$ cat config.mk
export PLATFORM = sky130hd
export DESIGN_NAME = spi_ddio_lane_serializer
export DESIGN_NICKNAME = d
export VERILOG_FILES = /design/src/rtl/spi_ddio_lane_serializer.sv
export SDC_FILE = /design/constraint.sdc
export NUM_CORES = 1
export LEC_CHECK = 0
export BUFFER_PORTS_ARGS = -buffer_cell sky130_fd_sc_hd__buf_2
export CAP_MARGIN = 20
export CORE_AREA = 4 4 93 95
export DETAILED_ROUTE_END_ITERATION = 8
export DIE_AREA = 0 0 97 99
export GPL_TIMING_DRIVEN = 1
export PLACE_DENSITY = 0.52
export SLEW_MARGIN = 30
export SYNTH_ARGS = -nofsm -noshare
export SYNTH_HDL_FRONTEND = slang
export SYNTH_SLANG_ARGS = --single-unit
export TNS_END_PERCENT = 20
$ cat constraint.sdc
create_clock -name clk -period 3.27 [get_ports clk]
set_input_delay 0.654 -clock clk [delete_from_list [all_inputs] [get_ports clk]]
set_output_delay 0.654 -clock clk [all_outputs]
set_load 0.02 [all_outputs]
$ cat src/rtl/spi_ddio_lane_serializer.sv
// SPI transmit serializer for DDIO output cells: 1/2/4 lanes, SDR or DTR, with chip-select framing.
// Words arrive over valid/ready and are emitted MSB first, one beat (one SCLK period) per clk.
module spi_ddio_lane_serializer #(
  parameter int LANES    = 4,
  parameter int DTR      = 0,
  parameter int DATA_W   = 8,
  parameter int CPOL     = 0,
  parameter int CS_SETUP = 1,
  parameter int CS_HOLD  = 1,
  parameter int CS_IDLE  = 2
) (
  input  logic                 clk,
  input  logic                 reset,
  input  logic                 s_valid,
  output logic                 s_ready,
  input  logic [DATA_W-1:0]    s_data,
  input  logic                 s_last,
  output logic                 cs_n,
  output logic [1:0]           sclk_ddr,
  output logic [2*LANES-1:0]   dout_ddr,
  output logic                 oe,
  output logic                 busy,
  output logic                 underrun,
  output logic [2:0]           dbg_state
);

  localparam int BPC   = LANES * ((DTR != 0) ? 2 : 1);
  localparam int BEATS = DATA_W / BPC;
  localparam int CW    = $clog2(BEATS + 1);
  localparam logic [CW-1:0] BEATS_C    = CW'(BEATS);
  localparam logic [CW-1:0] BEATS_M1   = CW'(BEATS - 1);
  localparam logic          CP         = (CPOL != 0);
  localparam logic [1:0]    SCLK_IDLE  = {CP, CP};
  localparam logic [1:0]    SCLK_BEAT  = {~CP, CP};
  localparam logic [7:0]    SETUP_LAST = 8'(CS_SETUP - 1);
  localparam logic [7:0]    HOLD_LAST  = 8'(CS_HOLD - 1);
  localparam logic [7:0]    GAP_LAST   = 8'((CS_IDLE >= 2) ? CS_IDLE - 2 : 0);
  localparam logic          ONE_BEAT   = (BEATS == 1);

  // Handshake: a word transfers on any rising clk edge where s_valid and s_ready are both high;
  // s_ready is registered, and s_data/s_last are ignored on every other edge.
  typedef enum logic [2:0] {IDLE, SETUP, SHIFT, STALL, HOLD, GAP} state_t;
  state_t state;

  logic [DATA_W-1:0]  shreg;
  logic               last_q;
  logic [CW-1:0]      beat_cnt;
  logic [7:0]         cnt;
  logic               accept;
  logic [2*LANES-1:0] bits_sh, bits_in;
  logic [DATA_W-1:0]  next_sh, next_in;

  // Top BPC bits of a word mapped to {low-half lanes, high-half lanes}; lane LANES-1 carries the MSB.
  function automatic logic [2*LANES-1:0] lane_bits(input logic [DATA_W-1:0] w);
    logic [BPC-1:0] top;
    top = w[DATA_W-1 -: BPC];
    if (DTR != 0) lane_bits = {top[LANES-1:0], top[BPC-1 -: LANES]};
    else          lane_bits = {top[LANES-1:0], top[LANES-1:0]};
  endfunction

  assign accept    = s_valid & s_ready;
  assign bits_sh   = lane_bits(shreg);
  assign bits_in   = lane_bits(s_data);
  assign next_sh   = shreg << BPC;
  assign next_in   = s_data << BPC;
  assign dbg_state = state;

  always_ff @(posedge clk) begin
    if (reset) begin
      state    <= IDLE;
      cs_n     <= 1'b1;
      sclk_ddr <= SCLK_IDLE;
      dout_ddr <= '0;
      oe       <= 1'b0;
      busy     <= 1'b0;
      underrun <= 1'b0;
      s_ready  <= 1'b0;
      shreg    <= '0;
      last_q   <= 1'b0;
      beat_cnt <= '0;
      cnt      <= '0;
    end else begin
      underrun <= 1'b0;
      case (state)
        IDLE: begin
          s_ready <= 1'b1;
          if (accept) begin
            shreg   <= s_data;
            last_q  <= s_last;
            cs_n    <= 1'b0;
            busy    <= 1'b1;
            s_ready <= 1'b0;
            cnt     <= '0;
            state   <= SETUP;
          end
        end
        SETUP: begin
          if (cnt == SETUP_LAST) begin
            state    <= SHIFT;
            sclk_ddr <= SCLK_BEAT;
            oe       <= 1'b1;
            dout_ddr <= bits_sh;
            shreg    <= next_sh;
            beat_cnt <= CW'(1);
            s_ready  <= ONE_BEAT & ~last_q;
          end else begin
            cnt <= cnt + 8'd1;
          end
        end
        SHIFT: begin
          if (beat_cnt != BEATS_C) begin
            dout_ddr <= bits_sh;
            shreg    <= next_sh;
            beat_cnt <= beat_cnt + CW'(1);
            s_ready  <= (beat_cnt == BEATS_M1) & ~last_q;
          end else if (accept) begin
            // Next word continues straight from the bus: no SCLK gap between words.
            dout_ddr <= bits_in;
            shreg    <= next_in;
            last_q   <= s_last;
            beat_cnt <= CW'(1);
            s_ready  <= ONE_BEAT & ~s_last;
          end else begin
            sclk_ddr <= SCLK_IDLE;
            oe       <= 1'b0;
            if (!last_q) begin
              state    <= STALL;
              underrun <= 1'b1;
              s_ready  <= 1'b1;
            end else begin
              state   <= HOLD;
              s_ready <= 1'b0;
              cnt     <= '0;
            end
          end
        end
        STALL: begin
          if (accept) begin
            state    <= SHIFT;
            sclk_ddr <= SCLK_BEAT;
            oe       <= 1'b1;
            dout_ddr <= bits_in;
            shreg    <= next_in;
            last_q   <= s_last;
            beat_cnt <= CW'(1);
            s_ready  <= ONE_BEAT & ~s_last;
          end
        end
        HOLD: begin
          if (cnt == HOLD_LAST) begin
            cs_n <= 1'b1;
            cnt  <= '0;
            // The IDLE cycle itself counts toward the cs_n-high minimum.
            if (CS_IDLE <= 1) begin
              state   <= IDLE;
              busy    <= 1'b0;
              s_ready <= 1'b1;
            end else begin
              state <= GAP;
            end
          end else begin
            cnt <= cnt + 8'd1;
          end
        end
        GAP: begin
          if (cnt == GAP_LAST) begin
            state   <= IDLE;
            busy    <= 1'b0;
            s_ready <= 1'b1;
          end else begin
            cnt <= cnt + 8'd1;
          end
        end
        default: state <= IDLE;
      endcase
    end
  end

endmodule

[Word level (Yosys, flattened, before mapping)]
Index checks and enable logic that the tools add are counted.
Storage, ports and cells
  flip-flop bits (word level): 37
  input port bits: 12
  output and inout bits: 18
Cells by class
  $add $sub $neg: 2
  equality and inequality tests: 16
  multiplexer cells: 51
  bitwise operators: 4
  reduce and logical (&&, ||, !) cells: 21
Operators with widths (count)
  $mux 8: 13
  $pmux 8 s4: 2
  $mux 3: 8
  $pmux 8 s3: 1
  $ne 2x2->1 const B: 10
  $pmux 3 s6: 1
  $mux 2: 7
  $mux 1: 12
  $pmux 2 s3: 2
  $reduce_and 3->1: 3
  $add 8x1->8 const B: 1
  $logic_not 8->1: 1
  $reduce_bool 4->1: 2
  $reduce_and 7->1: 1
  $eq 3x2->1 const B: 2
  $eq 3x3->1 const B: 2
  $pmux 1 s2: 3
  $reduce_and 6->1: 1
  $reduce_bool 2->1: 3
  $pmux 1 s5: 1
  $reduce_and 5->1: 1
  $reduce_bool 5->1: 1
  $reduce_and 2->1: 2
  $reduce_and 4->1: 1
  other kinds (10): 13

[Longest topological paths before layout]
Gate-level depths: netlist of run 1.
  depth after elaboration: 4
  gate-level depth with buffers: 8
  depth with buffers taken out: 7

[Least setup slack after synthesis of run 1]
Ideal clock, no wire load.
  path type: register to register
  from: register cnt[0]
  to: register state[0], in the netlist dbg_state[0]
  arrival time: 1707 ps
  setup slack: 1435 ps
  cell stages (with the launch flop): 8
  buffers on the path: 0
  clock period less this slack: 1835 ps
  cells stage by stage: dfxtp_1 > inv_1 > ha_1 > or4b_4 > nor4_4 > mux2i_1 > a221oi_1 > a211oi_1
On the way
  word-level cells in the longest chain between the ends: 3
  elaborated cells on any way between the ends: 5
Ends and longest elaborated chain
  from (decl): line 48  | logic [7:0] cnt;
  from (signal assigned): line 107  | cnt <= cnt + 8'd1;
  from (signal assigned): line 162  | cnt <= cnt + 8'd1;
  from (signal assigned): line 171  | cnt <= cnt + 8'd1;
  $logic_not 8->1 *: line 98, 150, 166
  $ne 2x2->1 (no line)
  $reduce_and 7->1 (no line) *
  to (signal assigned): line 99  | state <= SHIFT;
  to (signal assigned): line 155  | state <= IDLE;
  to (signal assigned): line 167  | state <= IDLE;
  to (decl): line 43  | state_t state;
Mark *: on every way between the ends. The rest lies on a longest branch, timed or not.
A chain may end at the register's enable or synchronous reset.

[Worst setup path after layout of run 1]
  from: register state[0], in the netlist dbg_state[0]
  to: register shreg[3]
On the way
  word-level cells in the longest chain between the ends: 3
  elaborated cells on any way between the ends: 9
Ends and longest elaborated chain
  from (signal assigned): line 70  | state <= IDLE;
  from (signal assigned): line 94  | state <= SETUP;
  from (signal assigned): line 99
  $eq 3x2->1 (tied with other cells): line 84  | case (state)
  $reduce_bool 4->1 (no line) or $ne 2x2->1 (tied branches)
  $reduce_and 3->1 (no line)
  to (signal assigned): line 88  | shreg <= s_data;
  to (signal assigned): line 103  | shreg <= next_sh;
  to (signal assigned): line 113  | shreg <= next_sh;
  to (decl): line 45  | logic [DATA_W-1:0] shreg;
Several ways; a longest one is shown, not always the timed one.

==> results of run 1 <==
==> area by class of cell <==
cell class / count / area (um2) / share of cell area (%)
multi-input cells: 187 / 1110 / 50.1
flip-flops and latches: 35 / 701 / 31.5
repair buffers: 28 / 140 / 6.30
well taps: 102 / 128 / 5.74
clock buffers: 6 / 82.6 / 3.71
clock inverters: 2 / 35.0 / 1.58
inverters: 6 / 22.5 / 1.01
==> cells by family (layout without fill, tap and decap cells) <==
logic type      count (synthesis)  after routing  synth area share, %
simple gates                   96             96                 25.5
other cells                     1              1                0.197
compound gates                 82             82                 28.3
flops                          35             35                 36.7
buf+inv                        21             42                 4.79
mux                             5              5                 2.69
fa+ha+maj                       2              2                 1.31
xor+xnor                        1              1                0.459
==> final timing paths <==
check                                               start                  endpoint  depth (start not counted)
worst max-delay path            dbg_state[0]$_SDFFE_PP0P_     shreg[3]$_SDFFE_PP0P_                          5
worst min-delay path             dout_ddr[5]$_SDFFE_PP0P_  dout_ddr[5]$_SDFFE_PP0P_                          2
worst max register to register  dbg_state[0]$_SDFFE_PP0P_     shreg[3]$_SDFFE_PP0P_                          5
worst min register to register   dout_ddr[5]$_SDFFE_PP0P_  dout_ddr[5]$_SDFFE_PP0P_                          2
==> per-layer routing <==
metal,vias up,wire (um)
met4,0,80
met5,-,0
met2,53,2240
met3,10,298
met1,861,2470
li1,923,-
==> power breakdown <==
part,leakage [nW],switching (mW),internal [mW]
Combinational,0.480,0.149,0.0931
Sequential,0.284,0.0428,0.460
Clock,0.0612,0.167,0.247
==> metrics by stage <==
stage | instances | hold WS [ns] | setup slack (ns) | power (mW)
2_1_floorplan | 243 | 0.450 | 1.43 | 0.685
3_3_place_gp | 358 | 0.458 | 1.00 | 0.755
3_5_place_dp | 358 | 0.463 | 0.912 | 0.755
4_1_cts | 366 | 0.474 | 1.03 | 1.17
5_1_grt | 366 | 0.501 | 0.681 | 1.22
6_report | 366 | 0.471 | 1.05 | 1.16
==> sequential cells by signal (all words and copies together) (netlist names), 2 cells and up <==
signal and flops:
beat_cnt 2, dout_ddr 8, dbg_state 3, cnt 8, shreg 8
==> worst max-delay path: stages, from the launching register on <==
cell	delay [ns]
dfxtp_1	0.65
clkinv_1	0.38
a21oi_2	0.50
nand2_1	0.14
a21oi_1	0.31
a22o_1	0.19
==> placed cells by master, fill, tap and decap left out, types with 2 or more instances in the layout <==
cell type / synthesis / final
a211oi_1: 3 / 3
o221ai_1: 3 / 3
nor4b_2: 2 / 2
a22o_1: 5 / 5
o41ai_1: 2 / 2
o31ai_1: 2 / 2
ha_1: 2 / 2
nor2_1: 27 / 27
clkbuf_8: 0 / 6
o22ai_1: 7 / 7
a21oi_1: 15 / 15
a221oi_1: 2 / 2
inv_1: 5 / 5
o21a_1: 3 / 3
dfxtp_1: 35 / 35
or2_2: 3 / 3
nand3_1: 11 / 11
buf_2: 4 / 28
nor4_1: 3 / 3
a21o_1: 5 / 5
a31oi_1: 4 / 4
nor2b_1: 6 / 6
and2_1: 2 / 2
o211ai_1: 4 / 4
mux2i_1: 4 / 4
nand2b_1: 5 / 5
nand2_1: 31 / 31
o21ai_0: 19 / 19
==> results.py, run 1 <==
metrics = {
    "critical_path": {
        "critPathLaunchType": "flip-flop",
        "cp-end-kind": "flip-flop",
        "timing.reg2reg.setup_slack_ns": 1.05,
        "crit_arrival_ns": 2.46,
        "crit_type": "reg2reg",
        "critical_path_peak_fanout": 16,
        "required_ns": 3.51,
    },
    "timing": {
        "finalClockSkew_ns": 0.00621,
        "drv_slew": 0,
        "fin_crit_sh_pct": 68.0,
        "period_needed_ns": 2.22,
        "hold_viol_final": 0,
        "max_slew_margin_pct": 50.2,
        "setup_viol": 0,
        "rsz0062_at_grt": "no",
        "fmax_mhz": 450,
        "finalSetupTns_ns": 0,
        "tightest_slew_ns": 0.747,
    },
    "cts": {
        "cts_tree": "yes",
        "root_buffer": "clkbuf_8",
        "clk_latency_ns": 0.29,
        "clk_pin_slew_worst_paths_ns": 0.08,
        "cts_max_level": 2,
        "postCtsSetupBuffers": 0,
        "clock_path_buffers": 2,
        "cts_num_sinks": 35,
        "hold_buffers": 0,
        "cts_resized": 0,
        "numCtsBuffers": 5,
    },
    "grt": {
        "grt_overflow_total": 0,
        "grtUsageMet3_pct": 3.11,
        "grt_antenna_before_repair": 0,
        "grt_max_degree": 26,
        "grtUsageMet1_pct": 14.4,
        "grt_usage_pct": 10.8,
        "use_met2_pct": 16.4,
        "grt_pass1_vias": 1777,
        "grt_pass1_wl_um": 8580,
        "top_usage_layer": "met2",
    },
    "yosys": {
        "synthTopCellsByCount": "dfxtp_1, nand2_1, nor2_1",
        "synth-seq-cells": 35,
        "synth_nets": 257,
        "syn_inst": 243,
        "yosys.cell_types.count": 47,
        "syn_avg_cell_area_um2": 7.85,
        "synth.top_cell.area_share_pct": 36.7,
        "yosysMostFrequentCell": "dfxtp_1",
        "synth_area_um2": 1910,
        "ys_seq_area_share_pct": 36.7,
        "yosysTopAreaCell": "dfxtp_1",
        "synth-main-ff-cell": "dfxtp_1",
        "synth_edf_count": 0,
        "synth.area.top_cells": "dfxtp_1, nand2_1, nor2_1",
        "async_reset_ff_share_pct": 0,
        "yosys_warnings": 0,
    },
    "layout": {
        "fin_nets": 277,
        "final_area_um2": 2220,
        "diodes": 0,
        "syn2layout_area_growth_pct": 16.6,
        "fin_util_pct": 28.8,
        "layout-drive-gt1-share_pct": 17.0,
        "fill_cells": 839,
    },
    "die": {
        "die-area_um2": 9600,
        "start_util_pct": 24.7,
        "die_h_um": 99,
        "row_count": 32,
        "io_pins": 30,
        "core-area_um2": 7730,
        "dieWidth_um": 97,
    },
    "power": {
        "vdd_ir_drop_max_v": 0.000174,
        "cellLeakagePower_nw": 0.825,
        "powerDensity_nw_per_um2": 521,
    },
    "place": {
        "placed_cell_area_um2": 2110,
        "gp_congestion": 0.821,
        "dp.final_hpwl_um": 3660,
        "io_buffers": 28,
    },
    "route": {
        "firstDrtPassIters": 4,
        "wl_per_cell_um": 13.9,
        "num_vias": 1847,
        "drtIter0Drc": 108,
        "drc_errors": 0,
        "wl_um": 5090,
        "drtAntennaViolNets": 0,
        "viasPerCell": 5.05,
    },
    "flow_run": {
        "drv_cap": 0,
    },
    "hold_path": {
        "hold_class": "reg2reg",
    },
    "run_status": {
        "outcome": "finished clean",
    },
}
(Power assumes the default switching activity.)
==> inputs of run 2 (changes only) <==
- ABC_AREA: not set -> 1
- CORE_AREA: 4 4 93 95 -> 4 4 98 100
- DIE_AREA: 0 0 97 99 -> 0 0 102 104
- clock period: 3.27 -> 2.16 ns (I/O delays scaled with it)
==> results.py, run 2 <==
metrics = {
    "cts": {
        "cts_tree": "yes",
        "root_buffer": "clkbuf_8",
        "clock_path_buffers": 2,
        "cts_max_level": 2,
        "numCtsBuffers": 5,
        "cts_resized": 0,
        "cts_num_sinks": 35,
        "hold_buffers": 0,
        "clk_latency_ns": 0.28,
        "postCtsSetupBuffers": 0,
        "clk_pin_slew_worst_paths_ns": 0.07,
    },
    "power": {
        "total_power_mw": 2.95,
        "cellLeakagePower_nw": 1.12,
        "powerDensity_nw_per_um2": 1190,
        "vdd_ir_drop_max_v": 0.000462,
    },
    "critical_path": {
        "crit_arrival_ns": 2.03,
        "crit_type": "reg2reg",
        "critPathLaunchType": "flip-flop",
        "required_ns": 2.39,
        "critical_path_peak_fanout": 9,
        "cp-end-kind": "flip-flop",
    },
    "timing": {
        "drv_slew": 0,
        "fmax_mhz": 553,
        "tightest_slew_ns": 0.529,
        "setup_viol": 0,
        "hold_viol_final": 0,
        "max_slew_margin_pct": 64.7,
        "finalSetupTns_ns": 0,
        "rsz0062_at_grt": "no",
        "period_needed_ns": 1.81,
        "fin_crit_sh_pct": 83.7,
        "fin_hold_ws_ns": 0.373,
        "finalClockSkew_ns": 0.00358,
    },
    "layout": {
        "layout-drive-gt1-share_pct": 16.8,
        "diodes": 0,
        "fin_nets": 388,
        "final_cell_mix": "nand2_1, nor2_1, a21oi_1, dfxtp_1, inv_1",
        "top_regs": "cnt x8, dout_ddr x8, shreg x8",
        "syn2layout_area_growth_pct": 15.7,
        "final_common_cell": "nand2_1",
    },
    "die": {
        "die-area_um2": 10600,
        "die_h_um": 104,
        "row_count": 34,
        "core-area_um2": 8680,
        "start_util_pct": 24.8,
        "dieWidth_um": 102,
        "io_pins": 30,
    },
    "yosys": {
        "synth.area.top_cells": "dfxtp_1, nand2_1, a21oi_1",
        "synth-seq-cells": 35,
        "ys_seq_area_share_pct": 32.6,
        "synth-main-ff-cell": "dfxtp_1",
        "synth_edf_count": 0,
        "synth_nets": 358,
        "synth.top_cell.area_share_pct": 32.6,
        "async_reset_ff_share_pct": 0,
        "yosysTopAreaCell": "dfxtp_1",
        "yosysMostFrequentCell": "nand2_1",
        "syn_avg_cell_area_um2": 6.25,
        "synth_area_um2": 2150,
        "yosys_warnings": 0,
        "synthTopCellsByCount": "nand2_1, nor2_1, a21oi_1, dfxtp_1, inv_1",
        "yosys.cell_types.count": 33,
        "syn_inst": 344,
    },
    "route": {
        "drc_errors": 0,
        "num_vias": 2206,
        "firstDrtPassIters": 4,
        "wl_per_cell_um": 12.6,
        "viasPerCell": 4.58,
        "wl_um": 6060,
        "drtIter0Drc": 82,
        "drtAntennaViolNets": 0,
    },
    "flow_run": {
        "drv_cap": 0,
    },
    "grt": {
        "grt_pass1_wl_um": 10100,
        "grt_pass1_vias": 2047,
        "grt_usage_pct": 11.7,
        "grt_overflow_total": 0,
        "grt_antenna_before_repair": 0,
        "grt_max_degree": 28,
    },
    "place": {
        "gp_congestion": 0.849,
        "io_buffers": 28,
        "dp.final_hpwl_um": 4630,
    },
    "run_status": {
        "outcome": "finished clean",
    },
    "hold_path": {
        "hold_class": "in2reg",
    },
}
run 2: changes by cell type after synthesis, moves of 6 or more:
cell and change:
nor2_1 +13, inv_1 +26, clkbuf_1 -7, a21oi_1 +20, o21ai_1 +7, nand2_1 +68, o21ai_0 +8, nor2b_1 -6
nor2_2 +6, o22ai_1 -7
run 2: final cells by class:
cell class	count	area, um2
Fill cell	981	6190
Sequential cell	35	701
Tap cell	108	135
Multi-Input combinational cell	263	1250
Inverter	36	135
Timing Repair Buffer	33	178
Clock inverter	1	5.00
Clock buffer	6	82.6
run 2: cells by family (layout without fill, tap and decap cells):
family	after synthesis	after routing	share of synthesized area (%)
flip-flops	35	35	32.6
buffers and inverters	46	76	9.26
other	1	1	0.175
XOR/XNOR	3	3	1.22
AO/OA/AOI/OAI	79	79	19.6
adder cells (fa/ha/maj)	2	2	1.16
AND/OR/NAND/NOR	178	178	35.9
run 2: routing by layer:
metal  global-route usage, %  part of all wire, %
met5                       0                    0
met4                    3.28                  1.1
met3                    1.81                  3.6
met2                    17.6                   44
met1                    17.0                   52
run 2: worst max-delay path, stage by stage, from the launching register on:
cell,delay (ns)
dfxtp_1,0.61
inv_1,0.14
nor2_4,0.17
nand2_1,0.19
nor2_1,0.22
inv_1,0.06
nand2_1,0.09
nor2_1,0.07
nand2_1,0.06
nand2_1,0.05
nor2_1,0.10
run 2: stage by stage:
stage | std cells | cell area (um2) | setup slack [ns] | util [%]
2_1_floorplan | 344 | 2150 | 0.614 | -
3_3_place_gp | 475 | 2400 | 0.253 | 27.6
3_5_place_dp | 475 | 2400 | 0.277 | 27.6
4_1_cts | 482 | 2480 | 0.365 | 28.6
5_1_grt | 482 | 2480 | 0.129 | 28.6
6_report | 482 | 2480 | 0.353 | 28.6
run 2: worst paths after layout:
kind | start | to | slack [ns] | depth (start not counted)
setup / recovery | dbg_state[1]$_SDFFE_PP0P_ | sclk_ddr[1]$_SDFFE_PP0P_ | 0.35 | 10
hold / removal | s_last | last_q$_SDFFE_PP0P_ | 0.37 | 3
hold reg to reg | shreg[5]$_SDFFE_PP0P_ | shreg[5]$_SDFFE_PP0P_ | 0.47 | 2
setup reg to reg | dbg_state[1]$_SDFFE_PP0P_ | sclk_ddr[1]$_SDFFE_PP0P_ | 0.35 | 10
run 2: power by group:
group,internal (mW),switching [mW],total [mW]
clock network,0.250,0.240,0.491
registers,0.791,0.124,0.915
logic,0.479,1.06,1.54
==> inputs of run 3 (changes only) <==
- ABC_AREA: 1 -> 0
- CORE_AREA: 4 4 98 100 -> 4 4 93 95
- DIE_AREA: 0 0 102 104 -> 0 0 97 99
- clock period: 2.16 -> 1.9 ns (I/O delays scaled with it)
==> results.py, run 3 (synthesis gave the netlist of run 1 again) <==
metrics = {
    "layout": {
        "final_common_cell": "dfxtp_1",
        "diodes": 0,
        "syn2layout_area_growth_pct": 30.2,
        "layout-drive-gt1-share_pct": 28.1,
        "fin_nets": 305,
        "fin_cells": 394,
        "top_regs": "cnt x8, dout_ddr x8, shreg x8",
        "final_cell_mix": "dfxtp_1, nand2_1, buf_2, buf_4, nor2_1",
    },
    "timing": {
        "drv_slew": 0,
        "max_slew_margin_pct": 68.3,
        "finalSetupTns_ns": 0,
        "finalWorstSetupSlack_ns": 0.0847,
        "fmax_mhz": 551,
        "rsz0062_at_grt": "yes",
        "setup_viol": 0,
        "hold_viol_final": 0,
        "period_needed_ns": 1.82,
        "tightest_slew_ns": 0.464,
        "finalClockSkew_ns": 0.0135,
        "fin_crit_sh_pct": 95.5,
    },
    "cts": {
        "clock_path_buffers": 2,
        "cts_num_sinks": 35,
        "cts_max_level": 2,
        "clk_pin_slew_worst_paths_ns": 0.08,
        "root_buffer": "clkbuf_8",
        "clk_latency_ns": 0.30,
        "cts_tree": "yes",
        "numCtsBuffers": 5,
    },
    "place": {
        "dp_slack_ns": 0.0339,
        "dp.final_hpwl_um": 4150,
        "place_inst": 385,
        "gp_congestion": 0.821,
        "io_buffers": 28,
    },
    "grt": {
        "grt_pass1_vias": 1926,
        "grt_overflow_total": 0,
        "grt_usage_pct": 12.1,
        "grt_antenna_before_repair": 0,
        "grt_max_degree": 25,
        "grt_pass1_wl_um": 9530,
    },
    "power": {
        "p_comb_share_pct": 25.1,
        "powerDensity_nw_per_um2": 829,
        "pwr-share-seq_pct": 41.2,
        "switching_share_pct": 31.8,
        "p_sw_uw": 655,
        "total_power_mw": 2.06,
        "cellLeakagePower_nw": 0.980,
        "vdd_ir_drop_max_v": 0.000358,
        "p_clk_share_pct": 33.7,
        "p_int_mw": 1.40,
    },
    "critical_path": {
        "crit_type": "reg2reg",
        "crit_start": "cnt[0]$_SDFFE_PP0P_",
        "timing.reg2reg.setup_slack_ns": 0.08,
        "crit_arrival_ns": 1.99,
        "cp-end-kind": "flip-flop",
        "rr_endpoint": "busy$_SDFFE_PP0P_",
        "critPathLaunchType": "flip-flop",
        "r2r_start": "cnt[0]$_SDFFE_PP0P_",
        "required_ns": 2.08,
        "critical_path_peak_fanout": 2,
        "worstRegToRegCells": 6,
        "cp-endpoint": "busy$_SDFFE_PP0P_",
    },
    "hold_path": {
        "hold_class": "in2reg",
        "worstHoldStart": "s_data[1]",
    },
    "die": {
        "start_util_pct": 24.7,
        "io_pins": 30,
        "core-area_um2": 7730,
        "row_count": 32,
        "die_h_um": 99,
        "die-area_um2": 9600,
        "dieWidth_um": 97,
    },
    "route": {
        "drtAntennaViolNets": 0,
        "wl_um": 5550,
        "num_vias": 1914,
        "viasPerCell": 4.86,
        "wl_per_cell_um": 14.1,
        "firstDrtPassIters": 6,
        "drc_errors": 0,
        "drtIter0Drc": 77,
    },
    "flow_run": {
        "drv_cap": 0,
    },
    "run_status": {
        "outcome": "finished clean",
    },
}
==> run 3: cell types whose count changed in the layout (fill, tap and decap cells not counted), moves of 5 or more <==
cell      delta
nand2_1     -69
inv_1       -26
buf_4       +23
a21oi_1     -21
nor2_1      -13
o21ai_0      -9
nor2_2       -6
nor2b_1      +6
o21ai_1      -6
o22ai_1      +6
a22o_1       +5
inv_2        -5
nand2b_1     +5
nand3_1      -5
==> run 3: metal layers <==
metal | up-vias | global-route usage [%] | wire, um
li1 | 979 | - | -
met1 | 891 | 16.0 | 2610
met2 | 40 | 19.7 | 2620
met3 | 4 | 3.26 | 279
met4 | 0 | 2.59 | 37
met5 | - | 0 | 0
==> run 3: layout make-up <==
cell class	count	area (um2)
timing repair buffer	56	350
sequential	35	703
fill	842	5240
clock buffer	5	68.8
inverter	6	22.5
tap	102	128
multi-input combinational	187	1170
clock inverter	3	43.8
==> run 3: power by group through the flow <==
stage               registers, mW  logic, mW  clock network, mW
global route                0.860      0.573              0.762
floorplan                   0.885      0.294                  0
global placement            0.865      0.500                  0
CTS                         0.847      0.504              0.723
finish                      0.848      0.516              0.694
detailed placement          0.865      0.502                  0
==> run 3: repair_timing <==
item | CTS | global route
hold buffers | 0 | 0
gates resized for setup | 0 | 12
endpoints found under the setup margin | 0 | 16
buffers inserted | 0 | 1
==> run 3: metrics by stage <==
| step | cell area [um2] | util, % | hold WS, ns |
|---|---|---|---|
| final | 2480 | 32.1 | 0.303 |
| after global routing | 2480 | 32.1 | 0.297 |
| after CTS | 2420 | 31.3 | 0.289 |
| after detailed placement | 2310 | 29.9 | 0.453 |
| after global placement | 2310 | 29.9 | 0.457 |
| after floorplan | 1910 | - | 0.450 |
==> run 3: how the worst min path moves through the flow <==
stage                          endpoint  slack (ns)  depth (start not counted)
3_3_place_gp   dout_ddr[5]$_SDFFE_PP0P_        0.46                          2
2_1_floorplan     shreg[0]$_SDFFE_PP0P_        0.45                          1
4_1_cts           shreg[1]$_SDFFE_PP0P_        0.29                          2
3_5_place_dp   dout_ddr[1]$_SDFFE_PP0P_        0.45                          2
6_report          shreg[1]$_SDFFE_PP0P_        0.30                          2
5_1_grt           shreg[2]$_SDFFE_PP0P_        0.30                          2
==> run 3: critical path: stages, from the launching register on <==
cell      delay [ns]
dfxtp_2         0.32
inv_1           0.05
ha_2            0.17
or4b_4          0.48
or4_1           0.45
o21ai_1         0.15
a211oi_1        0.08
